===== src/rtl/esc_quad_pwm.sv =====
// esc_quad_pwm: four-channel ESC pulse generator.
// One shared frame counter drives all four PWM lines. Pulse widths are latched
// at the frame boundary; an arming sequence sends minimum-throttle frames
// before live speeds are passed through.
//
// state    | meaning
// ---------+-------------------------------------------------------------
// S_IDLE   | motors off, all PWM low, waiting for arm at a frame boundary
// S_ARMING | ARM_PERIODS frames of BASE-width (zero-throttle) pulses
// S_RUN    | live speeds latched each frame, armed high

module esc_quad_pwm #(
  parameter int PERIOD      = 125000,
  parameter int BASE        = 6250,
  parameter int ARM_PERIODS = 200
) (
  input  logic        clk,
  input  logic        rst_n,
  input  logic        arm,
  input  logic [10:0] frnt_spd,
  input  logic [10:0] bck_spd,
  input  logic [10:0] lft_spd,
  input  logic [10:0] rght_spd,
  output logic        frnt_pwm,
  output logic        bck_pwm,
  output logic        lft_pwm,
  output logic        rght_pwm,
  output logic        armed,
  output logic        frame
);

  localparam int CW = $clog2(PERIOD);
  localparam int AW = (ARM_PERIODS < 1) ? 1 : $clog2(ARM_PERIODS + 1);
  localparam int WW = 14;
  // common width for comparing the frame counter against a pulse width
  localparam int MW = (CW > WW) ? CW : WW;

  localparam logic [CW-1:0] CNT_LAST = CW'(PERIOD - 1);
  localparam logic [WW-1:0] BASE_W   = WW'(BASE);
  localparam logic [AW-1:0] ARM_LAST = AW'(ARM_PERIODS - 1);

  typedef enum logic [1:0] {
    S_IDLE   = 2'd0,
    S_ARMING = 2'd1,
    S_RUN    = 2'd2
  } state_t;

  state_t          state_q, state_d;
  logic [CW-1:0]   cnt_q, cnt_d;
  logic [AW-1:0]   arm_cnt_q, arm_cnt_d;
  logic [WW-1:0]   width_q [4];
  logic [WW-1:0]   width_d [4];
  logic [3:0]      pwm_q, pwm_d;
  logic            armed_q, armed_d;
  logic            frame_q, frame_d;
  logic [10:0]     spd [4];
  logic            boundary;

  // channel order: 0 front, 1 back, 2 left, 3 right
  assign spd[0] = frnt_spd;
  assign spd[1] = bck_spd;
  assign spd[2] = lft_spd;
  assign spd[3] = rght_spd;

  // frame counter: 0..PERIOD-1, boundary is the wrap edge
  always_comb begin
    boundary = (cnt_q == CNT_LAST);
    cnt_d    = boundary ? '0 : cnt_q + CW'(1);
  end

  // state and arm-frame counter next-state; arm=0 wins over everything
  always_comb begin
    state_d   = state_q;
    arm_cnt_d = arm_cnt_q;
    if (!arm) begin
      state_d   = S_IDLE;
      arm_cnt_d = '0;
    end else if (boundary) begin
      case (state_q)
        S_IDLE: begin
          state_d   = S_ARMING;
          arm_cnt_d = '0;
        end
        S_ARMING: begin
          arm_cnt_d = arm_cnt_q + AW'(1);
          if (arm_cnt_q == ARM_LAST) begin
            state_d = S_RUN;
          end
        end
        S_RUN: begin
          state_d = S_RUN;
        end
        default: begin
          state_d   = S_IDLE;
          arm_cnt_d = '0;
        end
      endcase
    end
  end

  // width latch at the boundary and PWM level from next counter vs next width;
  // using the next-state values gives zero latency from the boundary edge
  always_comb begin
    for (int i = 0; i < 4; i++) begin
      width_d[i] = width_q[i];
      if (boundary) begin
        if (state_d == S_ARMING) begin
          width_d[i] = BASE_W;
        end else begin
          width_d[i] = BASE_W + ({3'b000, spd[i]} * 14'd3);
        end
      end
      pwm_d[i] = (state_d != S_IDLE) && (MW'(cnt_d) < MW'(width_d[i]));
    end
    armed_d = (state_d == S_RUN);
    frame_d = boundary;
  end

  // all state and registered outputs; async reset clears everything mid-pulse
  always_ff @(posedge clk or negedge rst_n) begin
    if (!rst_n) begin
      state_q   <= S_IDLE;
      cnt_q     <= '0;
      arm_cnt_q <= '0;
      for (int i = 0; i < 4; i++) begin
        width_q[i] <= '0;
      end
      pwm_q     <= '0;
      armed_q   <= 1'b0;
      frame_q   <= 1'b0;
    end else begin
      state_q   <= state_d;
      cnt_q     <= cnt_d;
      arm_cnt_q <= arm_cnt_d;
      for (int i = 0; i < 4; i++) begin
        width_q[i] <= width_d[i];
      end
      pwm_q     <= pwm_d;
      armed_q   <= armed_d;
      frame_q   <= frame_d;
    end
  end

  assign frnt_pwm = pwm_q[0];
  assign bck_pwm  = pwm_q[1];
  assign lft_pwm  = pwm_q[2];
  assign rght_pwm = pwm_q[3];
  assign armed    = armed_q;
  assign frame    = frame_q;

endmodule

===== config.mk =====
export PLATFORM = sky130hd
export DESIGN_NAME = esc_quad_pwm
export DESIGN_NICKNAME = d
export VERILOG_FILES = /design/src/rtl/esc_quad_pwm.sv
export SDC_FILE = /design/constraint.sdc
export NUM_CORES = 1
export LEC_CHECK = 0
export BUFFER_PORTS_ARGS = -buffer_cell sky130_fd_sc_hd__buf_2
export CORE_MARGIN = 8
export CORE_UTILIZATION = 62
export DETAILED_ROUTE_END_ITERATION = 12
export GPL_TIMING_DRIVEN = 0
export PLACE_DENSITY = 0.86
export SETUP_SLACK_MARGIN = 0.02
export SLEW_MARGIN = 10
export SYNTH_ARGS = -nofsm -noshare
export SYNTH_HDL_FRONTEND = slang
export SYNTH_SLANG_ARGS = --single-unit

===== constraint.sdc =====
create_clock -name clk -period 4.32 [get_ports clk]
set_input_delay 0.648 -clock clk [delete_from_list [all_inputs] [get_ports clk]]
set_output_delay 0.648 -clock clk [all_outputs]
set_load 0.02 [all_outputs]

==> metrics.md, run 1 <==
| Metric | Value |
|---|---|
| Main flop type after synthesis | dfrtp_1 |
| Synth Cell Area | 7890 sq um |
| Drt drc | 0 |
| Overall Power | between 2 and 2.5 mW |
| Combinational Power Share | 24.3% |
| P_int | 1.50 mW |
| Min Hold Slack | 0.308 ns |
| R2R Path End | pwm_q[2]$_DFF_PN0_ |
| Number of global-route vias before repair | between 6,000 and 7,000 |
| Top cells by area, synth | dfrtp_1 (28%), ha_1 (21%), inv_1 (3.8%) |
| Finished layout cell area | 8720 sq um |
| CP cell instances | buf_2, inv_1, ha_1, inv_1, ha_1, fa_1, a211oi_1, o21ai_0, a31oi_1, xor2_1, o31a_1, ha_1, a21o_1, a21o_1, a21oi_1, o21ai_0, a2111oi_1 |
| Worst-margin pin slew | 1.04 ns |
| Largest net degree at the start of global routing | 51 |
| Worst Path Arrival | 4.30 ns |
| DP Area | 8380 sq um |
| Die width | 129 um |
| Max-Cap Viols | 0 |
| Rows | 41 |
| Leak pwr | 4.39 nW |
| Crit start category | input port |
| 1st-iter DRT viols | 609 |
| Period utilisation layout | a little over nine tenths |
| Cts hold-fix bufs | 0 |
| Largest stage delay on the critical path | 0.55 ns |
| Pre-CTS WS | -0.214 ns |
| Worst slew margin | 30.4% |
| Initial antenna violation count | 0 |
| Library cells used by synthesis | 61 |
| Post-route ant nets | 0 |
| Mapped Cells | 900 |
| # nets final | roughly 1,200 |
| Req. time, crit path | between 4 and 5 ns |
| Buffers on Ports | 52 |
| Tmin final | 4.12 ns |
| Final core occ | 69.7% |
| Routed WL per cell | 18.3 um |
| CTS tree | done |
| Root buffer cell | clkbuf_16 |
| H-tree Lvls | 3 |
| Crit-path max FO | 3 |
| Outcome | complete, no violations |
| DP Cell Count | 1,125 |
| Clock latency on the worst-skew pair | roughly 0.36 ns |
| Switching share of power | 31.2% |
| Die footprint | approximately 17,000 sq um |
| Final setup fails | 0 |
| Fmax achieved | 242 MHz |
| Setup TNS | 0 ns |
| Fin. Hold Viols | 0 |
| Worst r2r path cells | 11 |
| Routability cong. | 0.956 |
| Cts bufs inserted | 9 |
| Top cell by count, worst path | ha_1 |
| GRT Overall Usage | 25.9% |
| Register area share after synthesis | 28.2% |
| Min-Delay Path Class | in -> async |
| First-pass GRT wire length | 34,000 um |
| Post-detail-place hpwl | 15,100 um |
| Slew Viols, Final | 0 |
| CP max-delay cell | a2111oi_1 |
| Drt first pass iters | 8 |
| CTS clk-pin slew, worst paths | 0.07 ns |
| Standard cell core area | 12,500 sq um |
| Peak supply drop | roughly 0.00019 V |
| Clock share of power | 37.5% |
| Ys async rst share | 100% |
| Layout Cells excl Fill | 1,143 |
| CP Buf/Inv Count | 3 |
| Clock Tree Buf Depth | 2 |
| DR vias | 7,175 |
| Yosys reg bits | 89 |
| Commonest non-fill, non-tap cells in the layout | ha_1 (134), dfrtp_1 (89), inv_1 (80) |
| Worst setup margin | a little under 0.2 ns |
| Cell family with most CP delay | compound AO/OA/AOI/OAI gates |
| Critical path class | in -> reg |
| Layout Skew | 0.0110 ns |
| Die height | about 130 um |
| Crit end category | flip-flop |
| Layout cells sized above 1 | between 10% and 20% |
| Final WL | 21,000 um |
| Initial Utilization | 63.0% |
| Net Switching | 0.681 mW |
| Post-synth EDFFs | 0 |
| Avg Synthesized Cell Area | 8.76 sq um |
| Mapped Nets | between 1,000 and 1,500 |
| Diodes inserted | 0 |
| Global route overflow | 0 |
| Clk sink count | 89 |
| Pwr Density | roughly 250 nW/um^2 |
| Reg-to-reg slack, setup | 0.20 ns |
| IO Pins | 53 |
| Most common cell after layout, fill and taps aside | ha_1 |
| Leading area contributor after synthesis | dfrtp_1 |
| YS warnings | 0 |
| Synth top area share | 28.2% |
| Area Growth Syn to Fin | 10.6% |
| Detail-routed via count per cell | between 6 and 7 |
| Sequential Power Share | 38.2% |
| RSZ-0062 raised after global routing | false |
| RR Startpoint | arm_cnt_q[3]$_DFFE_PN0P_ |
==> Yosys cell counts (all sizes together), types with 5 or more instances <==
library cell / count
o21bai: 5
a31o: 21
nand4: 16
o211ai: 7
and2: 17
and4: 5
xnor2: 11
a21o: 24
mux2i: 13
o31ai: 5
ha: 134
o21a: 31
nor4: 10
nand2: 64
o21ai: 60
a211o: 5
nor2: 70
xor2: 28
dfrtp: 89
a21oi: 38
a211oi: 16
nor3: 15
clkbuf: 17
inv: 80
or3: 5
a31oi: 26
nor2b: 9
buf: 11
nand3: 19
==> flip-flops by register name (all words and copies together), names as in the netlist <==
| register | count |
|---|---|
| armed | 1 |
| arm_cnt_q | 8 |
| pwm_q | 4 |
| width_q | 56 |
| state_q | 2 |
| cnt_q | 17 |
| frame | 1 |
==> timing repair <==
| item | CTS | global route |
|---|---|---|
| pin swaps | 0 | 0 |
| setup endpoints to repair | 2 | 2 |
| gates resized for setup | 2 | 15 |
| buffers inserted | 2 | 0 |
==> cell families after synthesis <==
logic type / Yosys count / synth area share, %
simple gates: 245 / 15.2
xor+xnor: 39 / 4.33
compound gates: 266 / 22.6
mux: 15 / 1.94
fa+ha+maj: 138 / 22.3
flops: 89 / 28.2
buf+inv: 108 / 5.39
==> area by class of cell <==
class / instances / area [sq um]
Timing Repair Buffer: 55 / 298
Multi-Input combinational cell: 703 / 5250
Inverter: 80 / 300
Fill cell: 1017 / 3790
Sequential cell: 89 / 2230
Tap cell: 172 / 215
Clock inverter: 7 / 76.3
Buffer: 28 / 134
Clock buffer: 9 / 225
==> power by group through the flow <==
stage | Clock (mW) | Combinational [mW] | Sequential (mW)
final | 0.818 | 0.531 | 0.833
after global routing | 0.852 | 0.598 | 0.833
after CTS | 0.818 | 0.526 | 0.834
after detailed placement | 0 | 0.521 | 0.850
after global placement | 0 | 0.507 | 0.850
after floorplan | 0 | 0.380 | 0.850
==> routing by layer <==
metal  wire length (um)  track usage [%]
met1               8570             32.0
met2               9380             42.5
met3               1960             5.54
met4               1040             11.8
met5                  0                0
==> worst max-delay path by stage <==
stage / from / end / slack, ns / cells after the start
floorplan: rght_spd[1] / pwm_q[3]$_DFF_PN0_ / 0.39 / 14
global placement: rght_spd[0] / pwm_q[3]$_DFF_PN0_ / -0.22 / 17
detailed placement: cnt_q[0]$_DFF_PN0_ / pwm_q[3]$_DFF_PN0_ / -0.21 / 13
CTS: arm_cnt_q[3]$_DFFE_PN0P_ / pwm_q[2]$_DFF_PN0_ / 0.02 / 11
global route: rght_spd[0] / pwm_q[3]$_DFF_PN0_ / 0.04 / 17
finish: lft_spd[0] / pwm_q[2]$_DFF_PN0_ / 0.20 / 17
(Power assumes the default switching activity.)
==> run 2, diff against run 1 <==
BUFFER_PORTS_ARGS = not set   (was -buffer_cell sky130_fd_sc_hd__buf_2)
CORE_UTILIZATION = 65   (was 62)
DONT_BUFFER_PORTS = 1   (was not set)
==> metrics.md, run 2 (synthesis gave the netlist of run 1 again) <==
| Metric | Value |
|---|---|
| Outcome | complete, no violations |
| H-tree Lvls | 3 (unchanged) |
| Reg-to-reg slack, setup | 0.09 ns (-0.11 ns) |
| Crit-path max FO | 10 (+7) |
| Die footprint | 15,900 sq um (-4.0%) |
| Post-detail-place hpwl | 14,800 um (-2.1%) |
| Root buffer cell | clkbuf_16 |
| CTS clk-pin slew, worst paths | 0.07 ns (about the same) |
| Setup TNS | 0 ns (unchanged) |
| Fin. Hold Viols | 0 (unchanged) |
| RSZ-0062 raised after global routing | true |
| Fmax achieved | 236 MHz (-2.5%) |
| Worst-margin pin slew | 1.05 ns (+0.0132 ns) |
| Slew Viols, Final | 0 (unchanged) |
| Overall Power | 2.17 mW (-0.77%) |
| Layout cells sized above 1 | 5.55% (-5.1 points) |
| Layout Cells excl Fill | 1,066 (-6.7%) |
| Crit start category | flip-flop |
| CP cell instances | ha_1, and2_1, nand4_1, buf_4, or2_0, clkbuf_1, clkbuf_2, and2_1, ha_1, a211oi_1, nor2_1, nor4_1, nor3_1, a2111oi_1 |
| Number of global-route vias before repair | 6,594 (-5.1%) |
| Cts bufs inserted | 9 (unchanged) |
| Tmin final | 4.23 ns (+0.108 ns) |
| Area Growth Syn to Fin | 7.11% |
| Drt drc | 0 (unchanged) |
| IO Pins | 53 (unchanged) |
| Clock latency on the worst-skew pair | 0.35 ns (about the same) |
| CP max-delay cell | a2111oi_1 |
| Die width | 126 um (-2.0%) |
| Register with the most flip-flops | width_q |
| Max reg flops | 56 (unchanged) |
| Cell family with most CP delay | simple AND/OR/NAND/NOR gates |
| Crit end category | flip-flop |
| DP Cell Count | 1,047 (-6.9%) |
| Pwr Density | 256 nW/um^2 (+2.5%) |
| Pre-CTS WS | -0.331 ns (-0.117 ns) |
| Commonest non-fill, non-tap cells in the layout | ha_1 (134), dfrtp_1 (89), inv_1 (80) |
| Initial antenna violation count | 0 (unchanged) |
| Worst slew margin | 29.7% (-0.69 points) |
| 1st-iter DRT viols | 598 (-1.8%) |
| Routability cong. | 0.984 (+3.0%) |
| Period utilisation layout | 98.0% (+2.5 points) |
| # nets final | 1,099 (-4.5%) |
| Rows | 40 (-2.4%) |
| Largest net degree at the start of global routing | 90 (+76%) |
| Critical path class | reg -> reg |
| CP Buf/Inv Count | 3 (unchanged) |
| DR vias | 6,939 (-3.3%) |
| Post-route ant nets | 0 (unchanged) |
| Worst Path Arrival | 4.40 ns (+0.10 ns) |
| Initial Utilization | 66.2% (+3.2 points) |
| Clock Tree Buf Depth | 2 (unchanged) |
| Routed WL per cell | 19.1 um (+4.2%) |
| First-pass GRT wire length | 32,600 um (-4.2%) |
| Buffers on Ports | 0 (-100%) |
| Leak pwr | 4.18 nW (-4.8%) |
| Largest regs | width_q (56), cnt_q (17), arm_cnt_q (8) |
| Global route overflow | 0 (unchanged) |
| Req. time, crit path | 4.49 ns (about the same) |
| Final WL | 20,400 um (-2.8%) |
| Most common cell after layout, fill and taps aside | ha_1 |
| Layout Skew | 0.0101 ns (-0.000912 ns) |
| Min-Delay Path Class | in -> async |
| Diodes inserted | 0 (unchanged) |
| Drt first pass iters | 5 (-3) |
| Max-Cap Viols | 0 (unchanged) |
| Clk sink count | 89 (unchanged) |
| Peak supply drop | 0.000164 V (-12%) |
| Worst setup margin | 0.0882 ns (-0.108 ns) |
| Standard cell core area | 11,900 sq um (-4.8%) |
| Final setup fails | 0 (unchanged) |
| Largest stage delay on the critical path | 0.62 ns (+0.07 ns) |
| Detail-routed via count per cell | 6.51 (+3.7%) |
| CTS tree | done |
| GRT Overall Usage | 25.5% (-0.43 points) |
| Die height | 126 um (-2.0%) |
[run 2: layout make-up]
cell class	count	area [sq um]
clock inverter	7	83.8
tap	147	184
inverter	80	300
sequential	89	2230
timing repair buffer	4	50.0
fill	949	3460
multi-input combinational	703	5250
clock buffer	9	225
buffer	27	129
[run 2: layer usage]
layer	up-vias	GRT usage [%]	part of all wire (%)	wire [um]
met4	0	12.2	4.5	907
li1	3306	-	-	-
met5	-	0	0	0
met2	343	40.2	44	9050
met3	70	5.49	10	2100
met1	3220	32.7	41	8310
[run 2: timing repair]
item                                    4_1_cts  5_1_grt
hold buffers                                  1        0
gates cloned                                  0        0
gates resized for setup                       3       11
endpoints found under the setup margin        2        2
buffers inserted                              3        0
endpoints found under the hold margin        89        0
[run 2: where the power goes]
group,switching (mW),internal (mW),leakage (nW)
clock,0.371,0.460,0.149
combinational,0.301,0.201,3.05
sequential,0.000243,0.833,0.983
total,0.672,1.49,4.18
[run 2: path summary, 6_finish.rpt]
| path | start | to | cells past startpoint |
|---|---|---|---|
| min in group clk | bck_spd[0] | width_q[28]$_DFF_PN0_ | 2 |
| setup / recovery | cnt_q[0]$_DFF_PN0_ | pwm_q[2]$_DFF_PN0_ | 14 |
| max in group asynchronous | rst_n | width_q[4]$_DFF_PN0_ | 1 |
| hold / removal | rst_n | arm_cnt_q[6]$_DFFE_PN0P_ | 1 |
| setup reg to reg | cnt_q[0]$_DFF_PN0_ | pwm_q[2]$_DFF_PN0_ | 14 |
| hold reg to reg | width_q[24]$_DFF_PN0_ | width_q[24]$_DFF_PN0_ | 2 |
[run 2: stage by stage]
step	cell area (sq um)	hold slack, ns	utilization (%)
global placement	8070	0.356	67.8
floorplan	7890	0.352	-
global route	8450	0.236	70.9
finish	8450	0.217	70.9
detailed placement	8070	0.356	67.8
CTS	8440	0.234	70.8
